$ cat config.mk
export PLATFORM = sky130hd
export DESIGN_NAME = regfile_wb_arbiter
export DESIGN_NICKNAME = d
export VERILOG_FILES = /design/src/rtl/regfile_pkg.sv /design/src/rtl/rr_arbiter2.sv /design/src/rtl/regfile_wb_arbiter.sv
export SDC_FILE = /design/constraint.sdc
export NUM_CORES = 1
export LEC_CHECK = 0
export CAP_MARGIN = 20
export CORE_AREA = 2 2 100 102
export DETAILED_ROUTE_END_ITERATION = 10
export DIE_AREA = 0 0 102 104
export PLACE_DENSITY = 0.83
export SLEW_MARGIN = 20
export SYNTH_ARGS = -nofsm -noshare
export SYNTH_HDL_FRONTEND = slang
export SYNTH_SLANG_ARGS = --single-unit
$ cat constraint.sdc
create_clock -name clk -period 3.2 [get_ports clk]
set_input_delay 0.96 -clock clk [delete_from_list [all_inputs] [get_ports clk]]
set_output_delay 0.96 -clock clk [all_outputs]
set_load 0.005 [all_outputs]
$ cat src/rtl/regfile_pkg.sv
// Shared types and constants for the register-file writeback arbiter.
// Requester indices double as the bit positions in the arbiter's one-hot grant.
package regfile_pkg;
    localparam int XLEN    = 32;
    localparam int REG_AW  = 5;
    localparam int REQ_ALU = 0;
    localparam int REQ_MEM = 1;

    typedef struct packed {
        logic [REG_AW-1:0] addr;
        logic [XLEN-1:0]   data;
    } wb_req_t;
endpackage

$ cat src/rtl/rr_arbiter2.sv
// Two-way round-robin arbiter with a one-hot grant.
// The pointer selects the winner only when both requesters contend.
module rr_arbiter2
    import regfile_pkg::*;
(
    input  logic       clk,
    input  logic       rst,
    input  logic [1:0] req_i,
    output logic [1:0] gnt_o
);
    logic rr_ptr_q, rr_ptr_d;

    always_comb begin
        gnt_o = req_i;
        if (&req_i) gnt_o = rr_ptr_q ? 2'b10 : 2'b01;
    end

    // After a grant, favour whoever lost; with no grant the pointer holds.
    always_comb begin
        rr_ptr_d = rr_ptr_q;
        if (gnt_o[REQ_ALU])      rr_ptr_d = 1'b1;
        else if (gnt_o[REQ_MEM]) rr_ptr_d = 1'b0;
    end

    always_ff @(posedge clk or posedge rst) begin
        if (rst) rr_ptr_q <= 1'b0;
        else     rr_ptr_q <= rr_ptr_d;
    end
endmodule

$ cat src/rtl/regfile_wb_arbiter.sv
// Shares the register-file write port between ALU and load writeback.
// Define WB_FORWARD_EN to bypass the in-flight write onto the read ports.
module regfile_wb_arbiter
    import regfile_pkg::*;
#(
    parameter int XLEN   = 32,
    parameter int REG_AW = 5
) (
    input  logic              clk,
    input  logic              rst,
    input  logic              alu_valid,
    input  logic [REG_AW-1:0] alu_addr,
    input  logic [XLEN-1:0]   alu_data,
    output logic              alu_ready,
    input  logic              mem_valid,
    input  logic [REG_AW-1:0] mem_addr,
    input  logic [XLEN-1:0]   mem_data,
    output logic              mem_ready,
    output logic              rf_we,
    output logic [REG_AW-1:0] rf_waddr,
    output logic [XLEN-1:0]   rf_wdata,
    input  logic [REG_AW-1:0] readReg1,
    input  logic [REG_AW-1:0] readReg2,
    input  logic [XLEN-1:0]   read1,
    input  logic [XLEN-1:0]   read2,
    output logic [XLEN-1:0]   fwd_read1,
    output logic [XLEN-1:0]   fwd_read2
);
    logic       alu_sink, mem_sink;
    logic [1:0] arb_req, gnt;
    wb_req_t    alu_req, mem_req, win_req;

    logic              rf_we_q, rf_we_d;
    logic [REG_AW-1:0] rf_waddr_q, rf_waddr_d;
    logic [XLEN-1:0]   rf_wdata_q, rf_wdata_d;

    // x0 writes are acknowledged immediately and never reach the arbiter.
    assign alu_sink = alu_valid && (alu_addr == '0);
    assign mem_sink = mem_valid && (mem_addr == '0);

    assign arb_req[REQ_ALU] = !rst && alu_valid && (alu_addr != '0);
    assign arb_req[REQ_MEM] = !rst && mem_valid && (mem_addr != '0);

    rr_arbiter2 u_arb (
        .clk   (clk),
        .rst   (rst),
        .req_i (arb_req),
        .gnt_o (gnt)
    );

    assign alu_ready = !rst && (alu_sink || gnt[REQ_ALU]);
    assign mem_ready = !rst && (mem_sink || gnt[REQ_MEM]);

    assign alu_req = '{addr: alu_addr, data: alu_data};
    assign mem_req = '{addr: mem_addr, data: mem_data};
    assign win_req = gnt[REQ_MEM] ? mem_req : alu_req;

    always_comb begin
        rf_we_d    = |gnt;
        rf_waddr_d = rf_waddr_q;
        rf_wdata_d = rf_wdata_q;
        if (|gnt) begin
            rf_waddr_d = win_req.addr;
            rf_wdata_d = win_req.data;
        end
    end

    always_ff @(posedge clk or posedge rst) begin
        if (rst) begin
            rf_we_q    <= 1'b0;
            rf_waddr_q <= '0;
            rf_wdata_q <= '0;
        end else begin
            rf_we_q    <= rf_we_d;
            rf_waddr_q <= rf_waddr_d;
            rf_wdata_q <= rf_wdata_d;
        end
    end

    assign rf_we    = rf_we_q;
    assign rf_waddr = rf_waddr_q;
    assign rf_wdata = rf_wdata_q;

`ifdef WB_FORWARD_EN
    // The regfile only holds the new value from the cycle after rf_we.
    assign fwd_read1 = (rf_we_q && (rf_waddr_q == readReg1) && (readReg1 != '0)) ? rf_wdata_q : read1;
    assign fwd_read2 = (rf_we_q && (rf_waddr_q == readReg2) && (readReg2 != '0)) ? rf_wdata_q : read2;
`else
    logic unused_rd_addr;
    assign unused_rd_addr = ^{readReg1, readReg2};
    assign fwd_read1      = read1;
    assign fwd_read2      = read2;
`endif
endmodule

==> flow_summary.yaml, run 1 <==
finish:
  layout-drive-gt1-share_pct: 15.5
  fin_util_pct: 34.4
  num_antenna_cells: 0
  syn_to_final_growth_pct: 42.8
  nNetsFinal: 428
min_path:
  min-delay-path-class: "register to register"
  hold_depth: 1
clock_network:
  clk_latency_ps: 290
  cts.sinks: 39
  tritoncts: "yes"
  htreeDepth: 2
  clk_pin_slew_ps: 80
  clockBufferDepth: 2
  cts_made_buffers: 5
  ctsHoldBuffers: 0
  root_buffer: "clkbuf_8"
yosys:
  yosysSeqAreaShare_pct: 42.4
  synth_adder_area_share_pct: 0
  ys_ff_latch: 39
  ys.flop_type: "dfrtp_1"
  synth_nets: 365
  synth-edff-count: 0
  syn-cell-area_um2: 2300
  synth_xor_area_share_pct: 0
  synth_cell_type_count: 27
  synth.top_cell.area_share_pct: 42.4
  synthArstFlopShare_pct: 100
  yosys-top-cells-area: "dfrtp_1, buf_4, a221o_1, and3_1, buf_6"
  synth_compound_area_share_pct: 18.9
  synth_commonest_cells: "buf_4, dfrtp_1, a221o_1"
  yosys_warnings: 0
  synth-simple-area-share_pct: 13.6
  yosys.area.top_type: "dfrtp_1"
  netlist_instances: 213
  avgSynthCellArea_um2: 10.8
  synth_mux_area_share_pct: 0
  synthMostInstantiatedCell: "buf_4"
  synth_top_family_by_area: "buffers and inverters"
routing:
  vias: 1903
  ant_nets: 0
  drt-pass1-iter-count: 4
  drc: 0
  wl_per_cell_um: 16.8
  drt_iter0_markers: 71
  viasPerCell: 4.64
  routed_wl_um: 6880
flow_run:
  max_cap_violations: 0
worst_setup_path:
  worstPathMaxFanout: 3
  crit_arrival_ps: 2200
  slowest_stage: "clkdlybuf4s50_1"
  cp_num_cells: 5
  critical_path.max_stage_delay_ps: 430
  cp-end-kind: "output port"
  crit_family: "buffers and inverters"
  startpoint_type: "input pin"
  crit_type: "input pin to output port"
  cp.buffers_inverters: 2
  worstRegToRegCells: 6
  required_ps: 2240
  cp_cell_sequence: "clkdlybuf4s50_1 -> or2_4 -> or2_2 -> a21oi_2 -> buf_2"
power_and_ir_drop:
  powerDensity_nw_per_um2: 431
  leakagePower_nw: 1.46
  ir_worst_vdd_v: 0.000142
floorplanning:
  dieArea_um2: 10600
  num_rows: 36
  die_h_um: 104
  die_x_um: 102
  io_pins: 256
  initial_core_util_pct: 24.1
  core-area_um2: 9550
sta:
  setup_viol: 0
  max_freq_mhz: 316
  slew_headroom_pct: 42.6
  fin_setup_tns_ps: 0
  whs_ps: 515
  rsz0062_at_grt: "false"
  finalClockSkew_ps: 2.59
  period_needed_ps: 3160
  slew_violations: 0
  finalCritPeriodShare_pct: 98.8
  final_hold_viol_count: 0
  worstMarginPinSlew_ps: 860
placed_design:
  dp_hpwl_um: 5130
  globalplace.congestion: 0.691
  portBuffers: 117
grt:
  grt_pass1_wl_um: 10500
  grt_antenna_before_repair: 0
  grt_pass1_vias: 2050
  grt_overflow: 0
  grt_max_degree: 40
  grt_util_all_layers_pct: 12.5
status:
  status: "completed"
==> layout make-up <==
class	instances	area, um2
clock buffers	7	76.3
clock inverters	1	5.00
fillers	974	6260
inverters	3	11.3
multi-input cells	93	759
flip-flops and latches	39	976
well taps	133	166
repair buffers	134	1290
==> sequential cells by signal, indices dropped and copies added (netlist names) <==
signal,flops
rf_wdata,32
rf_we,1
u_arb.rr_ptr_q,1
rf_waddr,5
==> cells in the final DEF (no fill, tap or decap), types with 4 or more instances in the layout <==
| cell | count |
|---|---|
| dlygate4sd2_1 | 5 |
| clkdlybuf4s50_1 | 107 |
| a221o_1 | 35 |
| and3_1 | 33 |
| and3_2 | 4 |
| dfrtp_1 | 39 |
| buf_4 | 15 |
| clkbuf_8 | 5 |
==> routing by layer <==
metal,track usage [%],vias to the layer above,part of all wire [%]
met1,13.6,922,40
met2,21.6,88,50
met3,3.97,44,7.5
li1,-,849,-
met5,0,-,0
met4,5.71,0,3.4
==> power breakdown <==
group	switching, mW	internal, mW	total, mW
Clock	0.176	0.153	0.329
Sequential	0.0409	0.572	0.613
Combinational	0.156	0.318	0.474
==> kinds of logic (layout without fill, tap and decap cells) <==
logic type / count (synthesis) / count (layout)
flops: 39 / 39
buf+inv: 81 / 145
simple gates: 49 / 49
compound gates: 44 / 44
==> worst paths after layout <==
check	from	end	slack [ps]
setup / recovery	mem_addr[4]	mem_ready	40
hold / removal	rf_waddr[1]$_DFFE_PP0P_	rf_waddr[1]$_DFFE_PP0P_	520
setup reg to reg	u_arb.rr_ptr_q$_DFFE_PP0P_	rf_wdata[24]$_DFFE_PP0P_	1280
hold reg to reg	rf_waddr[1]$_DFFE_PP0P_	rf_waddr[1]$_DFFE_PP0P_	520
max in group asynchronous	rst	rf_wdata[16]$_DFFE_PP0P_	1440
min in group asynchronous	rst	u_arb.rr_ptr_q$_DFFE_PP0P_	1220
==> timing repair <==
item                       4_1_cts  5_1_grt
setup endpoints to repair        2        2
setup buffers                    2        0
pin swaps                        6        3
gates cloned                     0        0
gates resized for setup         20        4
==> metrics by stage <==
step                      instance area, um2  cells  total power [mW]  setup slack [ps]
final                                   3290    410              1.42              39.2
after global routing                    3290    410              1.50              31.0
after CTS                               3290    410              1.44              2.73
after detailed placement                3200    400              1.10              -606
after global placement                  3200    400              1.09              -605
after floorplan                         2300    213             0.849               313
Note: power is estimated with default switching activity, not from simulation.
==> inputs of run 2 (changes only) <==
RECOVER_POWER = 100   (was unset)
==> run 2 against run 1 <==
- first-iteration DRC count stayed put
- critical path depth unchanged
- highest routed layer unchanged
- the run now ends with capacitance limit, slew limit left
- cell area down 0.68%
- register-to-register slack worse by 90 ps
- die area unchanged
- clock skew barely moved
- sequential power shrank 0.7%
- global-route usage is the same
- core utilization fell by 0.24 points
==> flow_summary.yaml, run 2 (synthesis gave the netlist of run 1 again) <==
sta:
  setup_viol: 0
  worstMarginPinSlew_ps: 1550
  final_hold_viol_count: 0
  finalClockSkew_ps: 3.09
  max_freq_mhz: 316
  slew_headroom_pct: -3.35
  slew_violations: 40
  period_needed_ps: 3160
  rsz0062_at_grt: "false"
  setup_slack_ps: 38.6
  finalCritPeriodShare_pct: 98.8
grt:
  grt_antenna_before_repair: 0
  grt_pass1_wl_um: 10500
  grt_overflow: 0
  grt_max_degree: 40
  grt_pass1_vias: 2050
  grt_util_all_layers_pct: 12.5
worst_setup_path:
  worstRegToRegCells: 6
  cp.buffers_inverters: 2
  cp-end-kind: "output port"
  startpoint_type: "input pin"
  r2r_end: "rf_wdata[24]$_DFFE_PP0P_"
  crit_arrival_ps: 2200
  slowest_stage: "clkdlybuf4s50_1"
  reg2reg_setup_slack_ps: 1190
  worstPathMaxFanout: 3
  required_ps: 2240
  critical_path.max_stage_delay_ps: 430
  crit_family: "buffers and inverters"
  crit_type: "input pin to output port"
  timing.rr.start: "u_arb.rr_ptr_q$_DFFE_PP0P_"
  cp_cell_sequence: "clkdlybuf4s50_1 -> or2_4 -> or2_2 -> a21oi_2 -> clkbuf_2"
routing:
  vias: 1917
  drt_iter0_markers: 71
  drc: 0
  drt-pass1-iter-count: 4
  ant_nets: 0
  wl_per_cell_um: 16.8
  viasPerCell: 4.68
  routed_wl_um: 6870
finish:
  final_cell_mix: "clkdlybuf4s50_1, dlygate4sd3_1, dfrtp_1"
  syn_to_final_growth_pct: 41.8
  nNetsFinal: 428
  final_cells: 410
  mostFrequentLayoutCell: "clkdlybuf4s50_1"
  largest_reg_flops: 32
  layout-drive-gt1-share_pct: 13.7
  num_antenna_cells: 0
  fin_util_pct: 34.2
min_path:
  hold-path-endpoint: "rf_waddr[1]$_DFFE_PP0P_"
  hold_depth: 1
  hold_start: "rf_waddr[1]$_DFFE_PP0P_"
  min-delay-path-class: "register to register"
placed_design:
  globalplace.congestion: 0.691
  dp_slack_ps: -606
  dp.cells: 400
  portBuffers: 117
  dp_hpwl_um: 5130
power_and_ir_drop:
  pwr-share-clk_pct: 23.8
  switching_power_uw: 367
  p_sw_share_pct: 26.6
  ir_worst_vdd_v: 0.000141
  leakagePower_nw: 1.50
  p_int_mw: 1.01
  comb_power_share_pct: 32.0
  p_seq_share_pct: 44.2
  powerDensity_nw_per_um2: 422
floorplanning:
  die_h_um: 104
  core-area_um2: 9550
  die_x_um: 102
  initial_core_util_pct: 24.1
  num_rows: 36
  io_pins: 256
  dieArea_um2: 10600
clock_network:
  cts_made_buffers: 5
  cts.sinks: 39
  clk_pin_slew_ps: 80
  clockBufferDepth: 2
  root_buffer: "clkbuf_8"
  ctsHoldBuffers: 0
  clk_latency_ps: 290
  htreeDepth: 2
  tritoncts: "yes"
status:
  status: "finished with violations"
  violations: "capacitance limit, slew limit"
flow_run:
  max_cap_violations: 1
## run 2: worst max path at each step
stage,from,endpoint,slack (ps),cells after the start
global placement,alu_addr[1],mem_ready,-610,5
global route,alu_addr[3],mem_ready,20,5
detailed placement,alu_addr[1],mem_ready,-610,5
finish,mem_addr[4],mem_ready,40,5
CTS,alu_addr[0],mem_ready,3,5
floorplan,alu_addr[1],mem_ready,310,3
## run 2: cell type report
| cell class | count | area [um2] |
|---|---|---|
| Tap cell | 133 | 166 |
| Clock inverter | 1 | 5.00 |
| Fill cell | 977 | 6280 |
| Clock buffer | 7 | 76.3 |
| Multi-Input combinational cell | 93 | 747 |
| Inverter | 3 | 11.3 |
| Timing Repair Buffer | 134 | 1280 |
| Sequential cell | 39 | 976 |
## run 2: timing repair
item                       4_1_cts  5_1_grt
gates resized for setup         20        4
gates cloned                     0        0
setup buffers                    2        0
setup endpoints to repair        2        2
pin swaps                        6        3
## run 2: worst register-to-register path, cell delays in order, from the launching register on
cell and delay (ps):
dfrtp_1 410, o211ai_1 140, buf_4 150, clkbuf_1 170
nor2b_2 670, buf_12 240, a221o_1 180
## run 2: power by group through the flow
stage / sequential, mW / combinational (mW) / clock [mW]
after floorplan: 0.624 / 0.225 / 0
after global placement: 0.618 / 0.469 / 0
after detailed placement: 0.621 / 0.478 / 0
after CTS: 0.613 / 0.480 / 0.348
after global routing: 0.619 / 0.476 / 0.370
final: 0.609 / 0.440 / 0.328
## run 2: metrics by stage
stage | total power, mW | setup TNS, ps | area [um2] | hold slack (ps)
after floorplan | 0.849 | 0 | 2300 | 483
after global placement | 1.09 | -3350 | 3200 | 497
after detailed placement | 1.10 | -6100 | 3200 | 504
after CTS | 1.44 | 0 | 3290 | 523
after global routing | 1.46 | 0 | 3270 | 529
final | 1.38 | 0 | 3270 | 509
## run 2: per-layer routing
layer	global-route usage, %	up-vias	wire length [um]
met4	5.71	0	231
li1	-	851	-
met2	21.6	87	3420
met1	13.6	935	2700
met5	0	-	0
met3	3.97	44	516
==> inputs of run 3 (changes only) <==
ABC_AREA = 0   (was unset)
==> results of run 3 <==
The final DEF is identical to that of run 2; final timing and power are the same.
